`config.mk`:
```
export PLATFORM = sky130hd
export DESIGN_NAME = seg_scan_capture
export DESIGN_NICKNAME = d
export VERILOG_FILES = /design/src/rtl/seg_pkg.sv /design/src/rtl/seg_to_bcd.sv /design/src/rtl/seg_scan_capture.sv
export SDC_FILE = /design/constraint.sdc
export NUM_CORES = 1
export LEC_CHECK = 0
export BUFFER_PORTS_ARGS = -buffer_cell sky130_fd_sc_hd__clkbuf_2
export CAP_MARGIN = 40
export CORE_MARGIN = 1
export CORE_UTILIZATION = 46
export DETAILED_ROUTE_END_ITERATION = 8
export PLACE_DENSITY = 0.71
export SLEW_MARGIN = 0
export SYNTH_ARGS = -nofsm -noshare
export SYNTH_HDL_FRONTEND = slang
export SYNTH_SLANG_ARGS = --single-unit
```
`constraint.sdc`:
```
create_clock -name clk -period 2.64 [get_ports clk]
set_input_delay 0.264 -clock clk [delete_from_list [all_inputs] [get_ports clk]]
set_output_delay 0.264 -clock clk [all_outputs]
set_load 0.02 [all_outputs]
```
`src/rtl/seg_pkg.sv`:
```
`default_nettype none
// ---------------------------------------------------------------------------
// seg_pkg : segment patterns, BCD codes and capture FSM states.  Rev 1.0
// ---------------------------------------------------------------------------
package seg_pkg;

  // Active-low g..a patterns as produced by the display encoder
  localparam logic [6:0] SEG_0     = 7'h40;
  localparam logic [6:0] SEG_1     = 7'h79;
  localparam logic [6:0] SEG_2     = 7'h24;
  localparam logic [6:0] SEG_3     = 7'h30;
  localparam logic [6:0] SEG_4     = 7'h19;
  localparam logic [6:0] SEG_5     = 7'h12;
  localparam logic [6:0] SEG_6     = 7'h02;
  localparam logic [6:0] SEG_7     = 7'h78;
  localparam logic [6:0] SEG_8     = 7'h00;
  localparam logic [6:0] SEG_9     = 7'h10;
  localparam logic [6:0] SEG_BLANK = 7'h7F;

  localparam logic [3:0] BCD_BLANK = 4'hF;
  localparam logic [3:0] BCD_BAD   = 4'hE;

  typedef enum logic [0:0] {
    IDLE    = 1'b0,
    COLLECT = 1'b1
  } state_t;

endpackage
`default_nettype wire

```
`src/rtl/seg_to_bcd.sv`:
```
`default_nettype none
// ---------------------------------------------------------------------------
// seg_to_bcd : decodes one active-low segment byte to BCD, dp and err.  Rev 1.0
// ---------------------------------------------------------------------------
module seg_to_bcd
  import seg_pkg::*;
(
  input  logic [7:0] seg,
  output logic [3:0] bcd,
  output logic       dp,
  output logic       err
);

  always_comb begin
    bcd = BCD_BAD;
    err = 1'b1;
    dp  = ~seg[7];
    case (seg[6:0])
      SEG_0:     begin bcd = 4'd0;      err = 1'b0; end
      SEG_1:     begin bcd = 4'd1;      err = 1'b0; end
      SEG_2:     begin bcd = 4'd2;      err = 1'b0; end
      SEG_3:     begin bcd = 4'd3;      err = 1'b0; end
      SEG_4:     begin bcd = 4'd4;      err = 1'b0; end
      SEG_5:     begin bcd = 4'd5;      err = 1'b0; end
      SEG_6:     begin bcd = 4'd6;      err = 1'b0; end
      SEG_7:     begin bcd = 4'd7;      err = 1'b0; end
      SEG_8:     begin bcd = 4'd8;      err = 1'b0; end
      SEG_9:     begin bcd = 4'd9;      err = 1'b0; end
      SEG_BLANK: begin bcd = BCD_BLANK; err = 1'b0; end
      default:   begin bcd = BCD_BAD;   err = 1'b1; end
    endcase
  end

endmodule
`default_nettype wire

```
`src/rtl/seg_scan_capture.sv`:
```
`default_nettype none
// ---------------------------------------------------------------------------
// seg_scan_capture : debounces a multiplexed 7-seg bus into BCD frames.  Rev 1.0
// ---------------------------------------------------------------------------
module seg_scan_capture
  import seg_pkg::*;
#(
  parameter int DIGITS      = 4,
  parameter int STABLE_CYC  = 4,
  parameter int TIMEOUT_CYC = 4096
) (
  input  logic                  clk,
  input  logic                  rst,
  input  logic [7:0]            segment,
  input  logic [DIGITS-1:0]     digit_sel,
  input  logic                  ready,
  output logic                  valid,
  output logic [4*DIGITS-1:0]   bcd_out,
  output logic [DIGITS-1:0]     dp_out,
  output logic [DIGITS-1:0]     err_out,
  output logic                  overrun
);

  localparam int c_cnt_w = $clog2(STABLE_CYC + 1);
  localparam int c_tmo_w = $clog2(TIMEOUT_CYC + 1);
  localparam int c_idx_w = (DIGITS > 1) ? $clog2(DIGITS) : 1;

  logic [7:0]          r_seg;
  logic [DIGITS-1:0]   r_sel;
  logic [7:0]          r_dwell_seg;
  logic [DIGITS-1:0]   r_dwell_sel;
  logic [c_cnt_w-1:0]  r_cnt;
  logic                r_armed;

  state_t              r_state;
  logic [c_idx_w-1:0]  r_idx;
  logic [c_tmo_w-1:0]  r_tmo;
  logic [4*DIGITS-1:0] r_sh_bcd;
  logic [DIGITS-1:0]   r_sh_dp;
  logic [DIGITS-1:0]   r_sh_err;

  logic                w_changed;
  logic [3:0]          w_lows;
  logic [c_idx_w-1:0]  w_acc_idx;
  logic                w_accept;
  logic                w_last;
  logic                w_commit;
  logic [3:0]          w_dig_bcd;
  logic                w_dig_dp;
  logic                w_dig_err;
  logic [4*DIGITS-1:0] w_frm_bcd;
  logic [DIGITS-1:0]   w_frm_dp;
  logic [DIGITS-1:0]   w_frm_err;

  seg_to_bcd u_dec (
    .seg (r_dwell_seg),
    .bcd (w_dig_bcd),
    .dp  (w_dig_dp),
    .err (w_dig_err)
  );

  assign w_changed = (r_seg != r_dwell_seg) || (r_sel != r_dwell_sel);

  // Only an exactly-one-low select names a digit; blanking and overlaps never accept
  always_comb begin
    w_lows    = 4'd0;
    w_acc_idx = '0;
    for (int i = 0; i < DIGITS; i++) begin
      if (!r_dwell_sel[i]) begin
        w_lows    = w_lows + 4'd1;
        w_acc_idx = c_idx_w'(i);
      end
    end
  end

  assign w_accept = r_armed && (r_cnt == c_cnt_w'(STABLE_CYC)) && (w_lows == 4'd1);
  assign w_last   = (w_acc_idx == c_idx_w'(DIGITS - 1));
  assign w_commit = w_accept && w_last &&
                    ((r_state == COLLECT) ? (w_acc_idx == r_idx) : (w_acc_idx == '0));

  always_comb begin
    w_frm_bcd = r_sh_bcd;
    w_frm_dp  = r_sh_dp;
    w_frm_err = r_sh_err;
    w_frm_bcd[{w_acc_idx, 2'b00} +: 4] = w_dig_bcd;
    w_frm_dp[w_acc_idx]  = w_dig_dp;
    w_frm_err[w_acc_idx] = w_dig_err;
  end

  always_ff @(posedge clk) begin
    if (rst) begin
      r_seg       <= '1;
      r_sel       <= '1;
      r_dwell_seg <= '1;
      r_dwell_sel <= '1;
      r_cnt       <= '0;
      r_armed     <= 1'b1;
    end else begin
      r_seg       <= segment;
      r_sel       <= digit_sel;
      r_dwell_seg <= r_seg;
      r_dwell_sel <= r_sel;
      if (w_changed) begin
        r_cnt   <= c_cnt_w'(1);
        r_armed <= 1'b1;
      end else begin
        if (r_cnt != c_cnt_w'(STABLE_CYC)) r_cnt <= r_cnt + c_cnt_w'(1);
        if (w_accept) r_armed <= 1'b0;
      end
    end
  end

  always_ff @(posedge clk) begin
    if (rst) begin
      r_state  <= IDLE;
      r_idx    <= '0;
      r_tmo    <= '0;
      r_sh_bcd <= '0;
      r_sh_dp  <= '0;
      r_sh_err <= '0;
    end else begin
      case (r_state)
        IDLE: begin
          r_tmo <= '0;
          if (w_accept && (w_acc_idx == '0)) begin
            r_sh_bcd <= w_frm_bcd;
            r_sh_dp  <= w_frm_dp;
            r_sh_err <= w_frm_err;
            if (DIGITS > 1) begin
              r_state <= COLLECT;
              r_idx   <= c_idx_w'(1);
            end
          end
        end
        COLLECT: begin
          if (w_accept) begin
            r_tmo <= '0;
            if (w_acc_idx == r_idx) begin
              r_sh_bcd <= w_frm_bcd;
              r_sh_dp  <= w_frm_dp;
              r_sh_err <= w_frm_err;
              if (w_last) begin
                r_state <= IDLE;
                r_idx   <= '0;
              end else begin
                r_idx <= r_idx + c_idx_w'(1);
              end
            end else if (w_acc_idx == '0) begin
              r_sh_bcd <= w_frm_bcd;
              r_sh_dp  <= w_frm_dp;
              r_sh_err <= w_frm_err;
              r_idx    <= c_idx_w'(1);
            end else begin
              r_state <= IDLE;
              r_idx   <= '0;
            end
          end else if (r_tmo == c_tmo_w'(TIMEOUT_CYC)) begin
            r_state <= IDLE;
            r_idx   <= '0;
            r_tmo   <= '0;
          end else begin
            r_tmo <= r_tmo + c_tmo_w'(1);
          end
        end
        default: begin
          r_state <= IDLE;
          r_idx   <= '0;
        end
      endcase
    end
  end

  // A frame completing while the consumer stalls is dropped; the held one wins
  always_ff @(posedge clk) begin
    if (rst) begin
      valid   <= 1'b0;
      bcd_out <= '0;
      dp_out  <= '0;
      err_out <= '0;
      overrun <= 1'b0;
    end else if (w_commit) begin
      if (valid && !ready) begin
        overrun <= 1'b1;
      end else begin
        valid   <= 1'b1;
        bcd_out <= w_frm_bcd;
        dp_out  <= w_frm_dp;
        err_out <= w_frm_err;
      end
    end else if (valid && ready) begin
      valid <= 1'b0;
    end
  end

endmodule
`default_nettype wire

```
==> impl_metrics.json, run 1 <==
{
  "status": "finished clean",
  "globalRouteOverflowTotal": 0,
  "postRouteWirelength_mm": 7.72,
  "worstMarginPinSlew_ps": 672,
  "synth-seq-cells": 88,
  "initial_core_utilization": 0.471,
  "detailedRoute.firstPassIterationCount": 4,
  "timing.setup.tns_ps": 0,
  "cts.reportedPaths.clkPinSlew_ps": 90,
  "cts_buffer_depth": 2,
  "synth_top_family_by_area": "simple AND/OR/NAND/NOR gates",
  "postCtsHoldBufs": 0,
  "cts_max_level": 3,
  "finalWeightedCongestion": 0.832,
  "synth_top_area_cell": "sky130_fd_sc_hd__dfxtp_1",
  "crit_arrival_ps": 2790,
  "commonest_non_fill_non_tap_cell_in_the_layout": "sky130_fd_sc_hd__dfxtp_1",
  "nets": 493,
  "n_antenna_cell": 0,
  "post_synth_inst_count": 432,
  "complex_gate_fraction_of_the_synthesized_area": 0.151,
  "leakage_power_of_the_design_nw": 1.71,
  "post-route-worst-setup-slack_ps": 92.3,
  "dpl_worst_slack_ps": 90.4,
  "core_region_area_um2": 8180,
  "synth.area.mux_share": 0.0185,
  "globalRouteTotalUtil": 0.192,
  "unrepaired_setup_endpoints_after_global_routing": "no",
  "numCtsBuffers": 9,
  "critPathRequiredTime_ps": 2880,
  "synth_sequential_area_ratio": 0.457,
  "cts.root.buffer_cell": "sky130_fd_sc_hd__clkbuf_8",
  "worst_clock_skew_ps": 12.6,
  "cts_tree": "yes",
  "post_synthesis_xor_xnor_area_fraction": 0.0682,
  "ys.warnings.count": 0,
  "detail_route.wl_per_cell_um": 13.3,
  "dieWidth_um": 93.5,
  "port_buffers": 40,
  "synth_top_cell_area_share": 0.457,
  "route.vias.total": 3098,
  "synthToLayoutAreaGrowth_pct": 16.1,
  "min_period_over_period": 0.965,
  "multiInputGateArea_um2": 1970,
  "final_layout_size_suffix_gt1_frac": 0.216,
  "detail-route-antenna-nets": 0,
  "slew_viol_final": 0,
  "rr_worst_depth": 9,
  "route.detailed.vias_per_inst": 5.33,
  "min-delay-path-class": "input pin to flop",
  "finalSetupViolations": 0,
  "regArea_um2": 1760,
  "dieHeight_um": 93.5,
  "die_area_um2": 8740,
  "synth_flop_cell": "sky130_fd_sc_hd__dfxtp_1",
  "antenna_found_initial": 0,
  "hold-path-cell-count": 2,
  "first_pass_grt_wire_length_mm": 13.3,
  "post-cts-setup-buffers": 0,
  "final_hold_viol_count": 0,
  "syn_avg_cell_area_um2": 8.91,
  "drc_errors": 0,
  "start_kind": "flop",
  "critical_path_peak_fanout": 8,
  "drt_first_iter_violations": 98,
  "cap_violations": 0,
  "slew-limit-headroom": 0.552,
  "clock_sinks": 88,
  "synth_enable_flop_cells": 0,
  "mostFrequentLayoutCells": "sky130_fd_sc_hd__dfxtp_1 (88), sky130_fd_sc_hd__nor2_1 (51), sky130_fd_sc_hd__clkbuf_2 (40)",
  "grt_pass1_vias": 2869,
  "largest_net_degree_at_the_start_of_global_routing": 42,
  "mappedNetlistNets": 454,
  "synth_top_cells_by_area": "sky130_fd_sc_hd__dfxtp_1 (46%), sky130_fd_sc_hd__nor2_1 (5.0%), sky130_fd_sc_hd__xnor2_1 (4.8%)",
  "synth_simple_gate_area_share": 0.245,
  "maximum_clock_frequency_mhz": 393,
  "placement_rows": 33,
  "yosysUniqueCellTypes": 51,
  "dp.final_hpwl_mm": 5.54,
  "cts.repair.resized": 0,
  "critPathKind": "flop to flop",
  "synth_adder_area_share": 0.0227,
  "cp-end-kind": "flop",
  "syn-cell-area_um2": 3850,
  "synth_async_sr_flop_share": 0,
  "pin_count": 41,
  "fill_cells": 753,
  "power.density_nw_per_um2": 594,
  "vdd.ir_drop.worst_mv": 0.293,
  "period_needed_ps": 2550,
  "clk-insertion-delay-late_ps": 360
}
==> final timing paths <==
| path | from | end | slack (ps) |
|---|---|---|---|
| max | r_dwell_sel[0]$_SDFF_PP1_ | r_sh_bcd[5]$_SDFFE_PP0P_ | 90 |
| min | segment[5] | r_seg[5]$_SDFF_PP1_ | 80 |
| max reg2reg | r_dwell_sel[0]$_SDFF_PP1_ | r_sh_bcd[5]$_SDFFE_PP0P_ | 90 |
| min reg2reg | bcd_out[13]$_SDFFE_PP0P_ | bcd_out[13]$_SDFFE_PP0P_ | 460 |
==> per-stage QoR <==
step / total power, mW / cells / instance area, µm² / hold slack (ps) / utilization
floorplan: 1.50 / 432 / 3870 / 368 / -
global placement: 1.54 / 565 / 4220 / 439 / 0.517
detailed placement: 1.55 / 565 / 4220 / 447 / 0.517
CTS: 2.68 / 581 / 4470 / 63.4 / 0.547
global route: 2.77 / 581 / 4470 / 69.0 / 0.547
finish: 2.65 / 581 / 4470 / 84.9 / 0.547
==> critical path, cell delays in order, from the launching register on <==
cell and delay, ps:
sky130_fd_sc_hd__dfxtp_1 330, sky130_fd_sc_hd__inv_1 70, sky130_fd_sc_hd__ha_4 260, sky130_fd_sc_hd__xnor2_2 150
sky130_fd_sc_hd__ha_1 320, sky130_fd_sc_hd__or4_4 560, sky130_fd_sc_hd__a2111oi_4 300, sky130_fd_sc_hd__buf_4 210
sky130_fd_sc_hd__mux2i_1 190, sky130_fd_sc_hd__nor2_1 50
==> where the power goes <==
group	internal (mW)	total, mW	switching, mW	leakage, nW
Clock	0.639	1.14	0.500	0.124
Combinational	0.0686	0.146	0.0770	0.869
Sequential	1.34	1.37	0.0252	0.715
==> metal layers <==
layer,vias to the layer above,track usage,share of wire
met4,0,0.0744,0.0083
li1,1590,-,-
met5,-,0,0
met2,72,0.301,0.45
met3,7,0.0366,0.048
met1,1429,0.262,0.49
==> area by class of cell <==
cell class                 instances  share of cell area
clock buffer                       9              0.0277
clock inverter                     7              0.0280
inverter                          12              0.0101
multi-input combinational        306               0.440
sequential                        88               0.394
tap                              105              0.0294
timing repair buffer              54              0.0711
==> registers in the layout, indices dropped and copies added, names as in the netlist, 2 cells and up <==
register and count:
bcd_out 16, r_tmo 13, r_sh_bcd 12, r_dwell_seg 8, r_seg 8, dp_out 4, err_out 4, r_dwell_sel 4
r_sel 4, r_cnt 3, r_sh_dp 3, r_sh_err 3, r_idx 2
==> synthesized netlist by cell type (all sizes together), types with 2 or more instances <==
| cell | n |
|---|---|
| dfxtp | 88 |
| a211oi | 11 |
| a31oi | 6 |
| and3 | 10 |
| and4 | 2 |
| inv | 12 |
| o21bai | 5 |
| o211a | 2 |
| or3b | 2 |
| nor2b | 3 |
| o211ai | 5 |
| xnor2 | 21 |
| a311oi | 4 |
| ha | 7 |
| nor4b | 2 |
| nand2 | 31 |
| a21oi | 23 |
| buf | 2 |
| o21ai | 5 |
| nand2b | 5 |
| nor3 | 14 |
| and2 | 3 |
| nor2 | 51 |
| a21boi | 3 |
| clkbuf | 24 |
| nand3 | 17 |
| nand4 | 5 |
| nor4 | 3 |
| mux2i | 6 |
| nand3b | 6 |
| a2111oi | 3 |
| or2 | 24 |
| a32o | 4 |
| xor2 | 9 |
==> kinds of logic (layout without fill, tap and decap cells) <==
kind of cell               count (synthesis)  count (layout)
AOI/OAI and AO/OA                         78              78
buffers and inverters                     38              82
DFF                                       88              88
xor gates and xnor gates                  30              30
and+or+nand+nor                          184             184
muxes                                      7               7
adders and majority gates                  7               7
No activity file was read; power rests on OpenSTA's default activity.
==> run 2, diff against run 1 <==
--- a/config.mk
+++ b/config.mk
@@ -8,9 +8,9 @@
 export BUFFER_PORTS_ARGS = -buffer_cell sky130_fd_sc_hd__clkbuf_2
 export CAP_MARGIN = 40
 export CORE_MARGIN = 1
-export CORE_UTILIZATION = 46
+export CORE_UTILIZATION = 52
 export DETAILED_ROUTE_END_ITERATION = 8
-export PLACE_DENSITY = 0.71
+export PLACE_DENSITY = 0.75
 export SLEW_MARGIN = 0
 export SYNTH_ARGS = -nofsm -noshare
 export SYNTH_HDL_FRONTEND = slang
==> constraint.sdc (replaced) <==
create_clock -name clk -period 2.2 [get_ports clk]
set_input_delay 0.22 -clock clk [delete_from_list [all_inputs] [get_ports clk]]
set_output_delay 0.22 -clock clk [all_outputs]
set_load 0.02 [all_outputs]
==> impl_metrics.json, run 2 (same netlist as run 1, synthesis figures left out) <==
{
  "dp.final_hpwl_mm": 5.67,
  "final_hold_viol_count": 0,
  "numCtsBuffers": 9,
  "port_buffers": 40,
  "pin_count": 41,
  "final_util": 0.656,
  "nets": 517,
  "final.hold.worst_slack_ps": 35.8,
  "hold-path-cell-count": 2,
  "grt_pass1_vias": 2807,
  "maximum_clock_frequency_mhz": 408,
  "critical_path_peak_fanout": 8,
  "slew-limit-headroom": 0.596,
  "globalRouteOverflowTotal": 0,
  "largest_net_degree_at_the_start_of_global_routing": 42,
  "die_area_um2": 7750,
  "largest_register": "bcd_out",
  "core_region_area_um2": 7210,
  "failed_checks": "setup timing",
  "largestRegisters": "bcd_out x16, r_tmo x13, r_sh_bcd x12",
  "postLayoutCellArea_um2": 4730,
  "synthToLayoutAreaGrowth_pct": 22.8,
  "place_area_um2": 4370,
  "dpl.cell_count": 577,
  "drc_errors": 0,
  "commonest_non_fill_non_tap_cell_in_the_layout": "sky130_fd_sc_hd__dfxtp_1",
  "detailedRoute.firstPassIterationCount": 5,
  "dieWidth_um": 88.1,
  "design_power_total_mw": 3.00,
  "first_pass_grt_wire_length_mm": 13.1,
  "final_layout_size_suffix_gt1_frac": 0.280,
  "detail-route-antenna-nets": 0,
  "leakage_power_of_the_design_nw": 1.81,
  "postCtsHoldBufs": 0,
  "finalWeightedCongestion": 0.821,
  "placement_rows": 31,
  "mostFrequentLayoutCells": "sky130_fd_sc_hd__dfxtp_1 (85), sky130_fd_sc_hd__nor2_1 (51), sky130_fd_sc_hd__clkbuf_2 (40)",
  "clk-insertion-delay-late_ps": 360,
  "antenna_found_initial": 0,
  "post-route-worst-setup-slack_ps": -253,
  "cp-end-kind": "flop",
  "rr_worst_depth": 9,
  "cts_buffer_depth": 2,
  "cap_violations": 0,
  "cts_max_level": 3,
  "detail_route.wl_per_cell_um": 13.2,
  "final_standard_cell_count_with_taps_included_and_fillers_excluded": 599,
  "clock_sinks": 88,
  "critPathKind": "flop to flop",
  "dieHeight_um": 88.1,
  "initial_core_utilization": 0.534,
  "largest_register_ff_count": 16,
  "min-delay-path-class": "input pin to flop",
  "crit_arrival_ps": 2700,
  "finalSetupViolations": 18,
  "postRouteWirelength_mm": 7.93,
  "globalRouteTotalUtil": 0.219,
  "drt_first_iter_violations": 119,
  "worst_clock_skew_ps": 11.8,
  "start_kind": "flop",
  "cts.root.buffer_cell": "sky130_fd_sc_hd__clkbuf_8",
  "n_antenna_cell": 0,
  "power.density_nw_per_um2": 635,
  "critPathRequiredTime_ps": 2450,
  "route.vias.total": 3150,
  "cts_tree": "yes",
  "period_needed_ps": 2450,
  "slew_viol_final": 0,
  "worstMarginPinSlew_ps": 600,
  "unrepaired_setup_endpoints_after_global_routing": "yes",
  "route.detailed.vias_per_inst": 5.26,
  "min_period_over_period": 1.11,
  "status": "finished with violations",
  "vdd.ir_drop.worst_mv": 0.357,
  "cts.reportedPaths.clkPinSlew_ps": 90
}
-- run 2: path summary, 6_finish.rpt --
kind / start / end / slack [ps]
hold reg to reg: dp_out[0]$_SDFFE_PP0P_ / dp_out[0]$_SDFFE_PP0P_ / 450
setup reg to reg: r_dwell_sel[1]$_SDFF_PP1_ / r_sh_bcd[5]$_SDFFE_PP0P_ / -250
hold / removal: segment[2] / r_seg[2]$_SDFF_PP1_ / 40
setup / recovery: r_dwell_sel[1]$_SDFF_PP1_ / r_sh_bcd[5]$_SDFFE_PP0P_ / -250
-- run 2: metrics by stage --
stage / worst slack [ps] / TNS (ps)
finish: -253 / -1360
global route: -362 / -7730
CTS: -332 / -3150
detailed placement: -355 / -3590
global placement: -260 / -1900
floorplan: -316 / -1940
-- run 2: per-layer routing --
layer | vias up | global-route usage | wire length (µm)
met5 | - | 0 | 0
met4 | 0 | 0.0894 | 153
met3 | 14 | 0.0377 | 264
met2 | 88 | 0.376 | 3820
met1 | 1411 | 0.271 | 3700
li1 | 1637 | - | -
-- run 2: what timing repair did --
action	CTS	global route
endpoints found under the setup margin	52	57
resized for setup	10	9
setup buffers	4	2
gates cloned	1	0
pin swaps	7	10
-- run 2: area by class of cell --
cell class	count	area [µm²]
inverters	12	47.5
fillers	618	2480
repair buffers	78	554
multi-input cells	306	2030
well taps	99	124
clock inverters	7	85.1
flip-flops and latches	88	1770
clock buffers	9	124
-- run 2: critical path, cell delays in order (launching register included) --
cell and delay [ps]:
sky130_fd_sc_hd__dfxtp_4 370, sky130_fd_sc_hd__inv_4 40, sky130_fd_sc_hd__ha_4 290, sky130_fd_sc_hd__xnor2_4 130, sky130_fd_sc_hd__ha_4 220, sky130_fd_sc_hd__or4_4 510
sky130_fd_sc_hd__a2111oi_4 330, sky130_fd_sc_hd__buf_6 190, sky130_fd_sc_hd__mux2i_1 200, sky130_fd_sc_hd__nor2_1 60
-- run 2: power breakdown --
group          leakage, nW  switching [mW]  internal, mW  total, mW
clock network        0.100           0.610         0.548       1.16
registers            0.714          0.0301          1.61       1.64
logic                0.995           0.102        0.0990      0.201
==> run 3, diff against run 2 <==
--- a/config.mk
+++ b/config.mk
@@ -10,7 +10,7 @@
 export CORE_MARGIN = 1
 export CORE_UTILIZATION = 52
 export DETAILED_ROUTE_END_ITERATION = 8
-export PLACE_DENSITY = 0.75
+export PLACE_DENSITY_LB_ADDON = 0.1
 export SLEW_MARGIN = 0
 export SYNTH_ARGS = -nofsm -noshare
 export SYNTH_HDL_FRONTEND = slang
==> impl_metrics.json, run 3 (same netlist as run 1, synthesis figures left out) <==
{
  "crit_arrival_ps": 2680,
  "grt_pass1_vias": 2843,
  "dpl.cell_count": 575,
  "status": "finished with violations",
  "drc_errors": 0,
  "cts.root.buffer_cell": "sky130_fd_sc_hd__clkbuf_8",
  "largest_register_ff_count": 16,
  "regArea_um2": 1770,
  "slew-limit-headroom": 0.535,
  "critPathRequiredTime_ps": 2440,
  "detailedRoute.firstPassIterationCount": 4,
  "die_area_um2": 7750,
  "worst_clock_skew_ps": 10.5,
  "vdd.ir_drop.worst_mv": 0.346,
  "power.density_nw_per_um2": 628,
  "dp.final_hpwl_mm": 5.41,
  "worstMarginPinSlew_ps": 693,
  "cts_max_level": 3,
  "commonest_non_fill_non_tap_cell_in_the_layout": "sky130_fd_sc_hd__dfxtp_1",
  "initial_core_utilization": 0.534,
  "detail_route.wl_per_cell_um": 13.7,
  "start_kind": "flop",
  "critPathMaxStageDelay_ps": 510,
  "cp-end-kind": "flop",
  "unrepaired_setup_endpoints_after_global_routing": "yes",
  "min-delay-path-class": "input pin to flop",
  "globalRouteOverflowTotal": 0,
  "route.vias.total": 3188,
  "timing.critical_path.slowest_stage_cell": "sky130_fd_sc_hd__or4_4",
  "synthToLayoutAreaGrowth_pct": 26.8,
  "critical_path_peak_fanout": 8,
  "globalRouteTotalUtil": 0.222,
  "dieWidth_um": 88.1,
  "dpl_worst_slack_ps": -318,
  "fill_cells": 603,
  "leakage_power_of_the_design_nw": 1.88,
  "clock_sinks": 88,
  "first_pass_grt_wire_length_mm": 13.3,
  "postCtsHoldBufs": 0,
  "final.hold.worst_slack_ps": 43.1,
  "slew_viol_final": 0,
  "largestRegisters": "bcd_out x16, r_tmo x13, r_sh_bcd x12",
  "combined_buffer_and_inverter_count_along_the_critical_path": 2,
  "mostFrequentLayoutCells": "sky130_fd_sc_hd__dfxtp_1 (86), sky130_fd_sc_hd__nor2_1 (50), sky130_fd_sc_hd__clkbuf_2 (40)",
  "finalSetupViolations": 55,
  "cts.reportedPaths.clkPinSlew_ps": 90,
  "min_period_over_period": 1.11,
  "failed_checks": "setup timing",
  "final_standard_cell_count_with_taps_included_and_fillers_excluded": 602,
  "numCtsBuffers": 9,
  "route.detailed.vias_per_inst": 5.30,
  "clk-insertion-delay-late_ps": 350,
  "dieHeight_um": 88.1,
  "multiInputGateArea_um2": 2070,
  "port_buffers": 40,
  "final_layout_size_suffix_gt1_frac": 0.298,
  "final_hold_viol_count": 0,
  "period_needed_ps": 2440,
  "critical_path.top_delay_family": "simple AND/OR/NAND/NOR gates",
  "postRouteWirelength_mm": 8.26,
  "n_antenna_cell": 0,
  "cts_buffer_depth": 2,
  "path_cells": "inv_2 -> ha_4 -> xnor2_2 -> ha_1 -> or4_4 -> a2111oi_4 -> buf_6 -> mux2i_1 -> nor2_1",
  "post-route-worst-setup-slack_ps": -241,
  "critPathKind": "flop to flop",
  "finalWeightedCongestion": 0.863,
  "nets": 520,
  "largest_register": "bcd_out",
  "cap_violations": 0,
  "core_region_area_um2": 7210,
  "drt_first_iter_violations": 117,
  "maximum_clock_frequency_mhz": 410,
  "placement_rows": 31,
  "antenna_found_initial": 0,
  "largest_net_degree_at_the_start_of_global_routing": 37,
  "cts_tree": "yes",
  "pin_count": 41,
  "detail-route-antenna-nets": 0
}
-- run 3: changes by cell type in the layout (fill, tap and decap cells not counted), sizes merged --
cell | before | now
bufinv | 1 | 2
inv | 16 | 15
clkbuf | 49 | 51
buf | 38 | 40
clkinvlp | 2 | 0
clkinv | 0 | 1
-- run 3: cell type report --
| class | instances | share of cell area |
|---|---|---|
| Clock buffer | 10 | 0.0261 |
| Inverter | 12 | 0.00973 |
| Tap cell | 99 | 0.0254 |
| Clock inverter | 6 | 0.0182 |
| Multi-Input combinational cell | 306 | 0.424 |
| Timing Repair Buffer | 81 | 0.135 |
| Sequential cell | 88 | 0.362 |
-- run 3: worst paths after layout --
path	startpoint	to	slack, ps	depth (start not counted)
setup / recovery	r_dwell_sel[0]$_SDFF_PP1_	r_sh_bcd[5]$_SDFFE_PP0P_	-240	9
hold / removal	segment[5]	r_seg[5]$_SDFF_PP1_	40	2
setup reg to reg	r_dwell_sel[0]$_SDFF_PP1_	r_sh_bcd[5]$_SDFFE_PP0P_	-240	9
hold reg to reg	r_sh_bcd[9]$_SDFFE_PP0P_	bcd_out[9]$_SDFFE_PP0P_	450	2
-- run 3: repair_timing --
action                                  in CTS  in global routing
gates resized for setup                     19                 16
pin swaps                                   26                  8
endpoints found under the setup margin      53                 56
setup buffers                                5                  2
gates cloned                                 3                  1
-- run 3: power by group --
group | switching [mW] | internal (mW)
Combinational | 0.106 | 0.0997
Sequential | 0.0286 | 1.61
Clock | 0.571 | 0.647
Total | 0.706 | 2.36
-- run 3: metal layers --
metal,track usage,share of wire
met5,0,0
met3,0.0292,0.027
met2,0.374,0.49
met1,0.281,0.45
met4,0.106,0.028
-- run 3: metrics by stage --
stage	utilization	setup TNS, ps	power, mW	cell area, µm²
finish	0.677	-7060	3.07	4880
global route	0.677	-13140	3.18	4880
CTS	0.662	-4720	3.09	4780
detailed placement	0.605	-3470	1.87	4370
global placement	0.605	-2060	1.86	4370
floorplan	-	-1940	1.80	3890
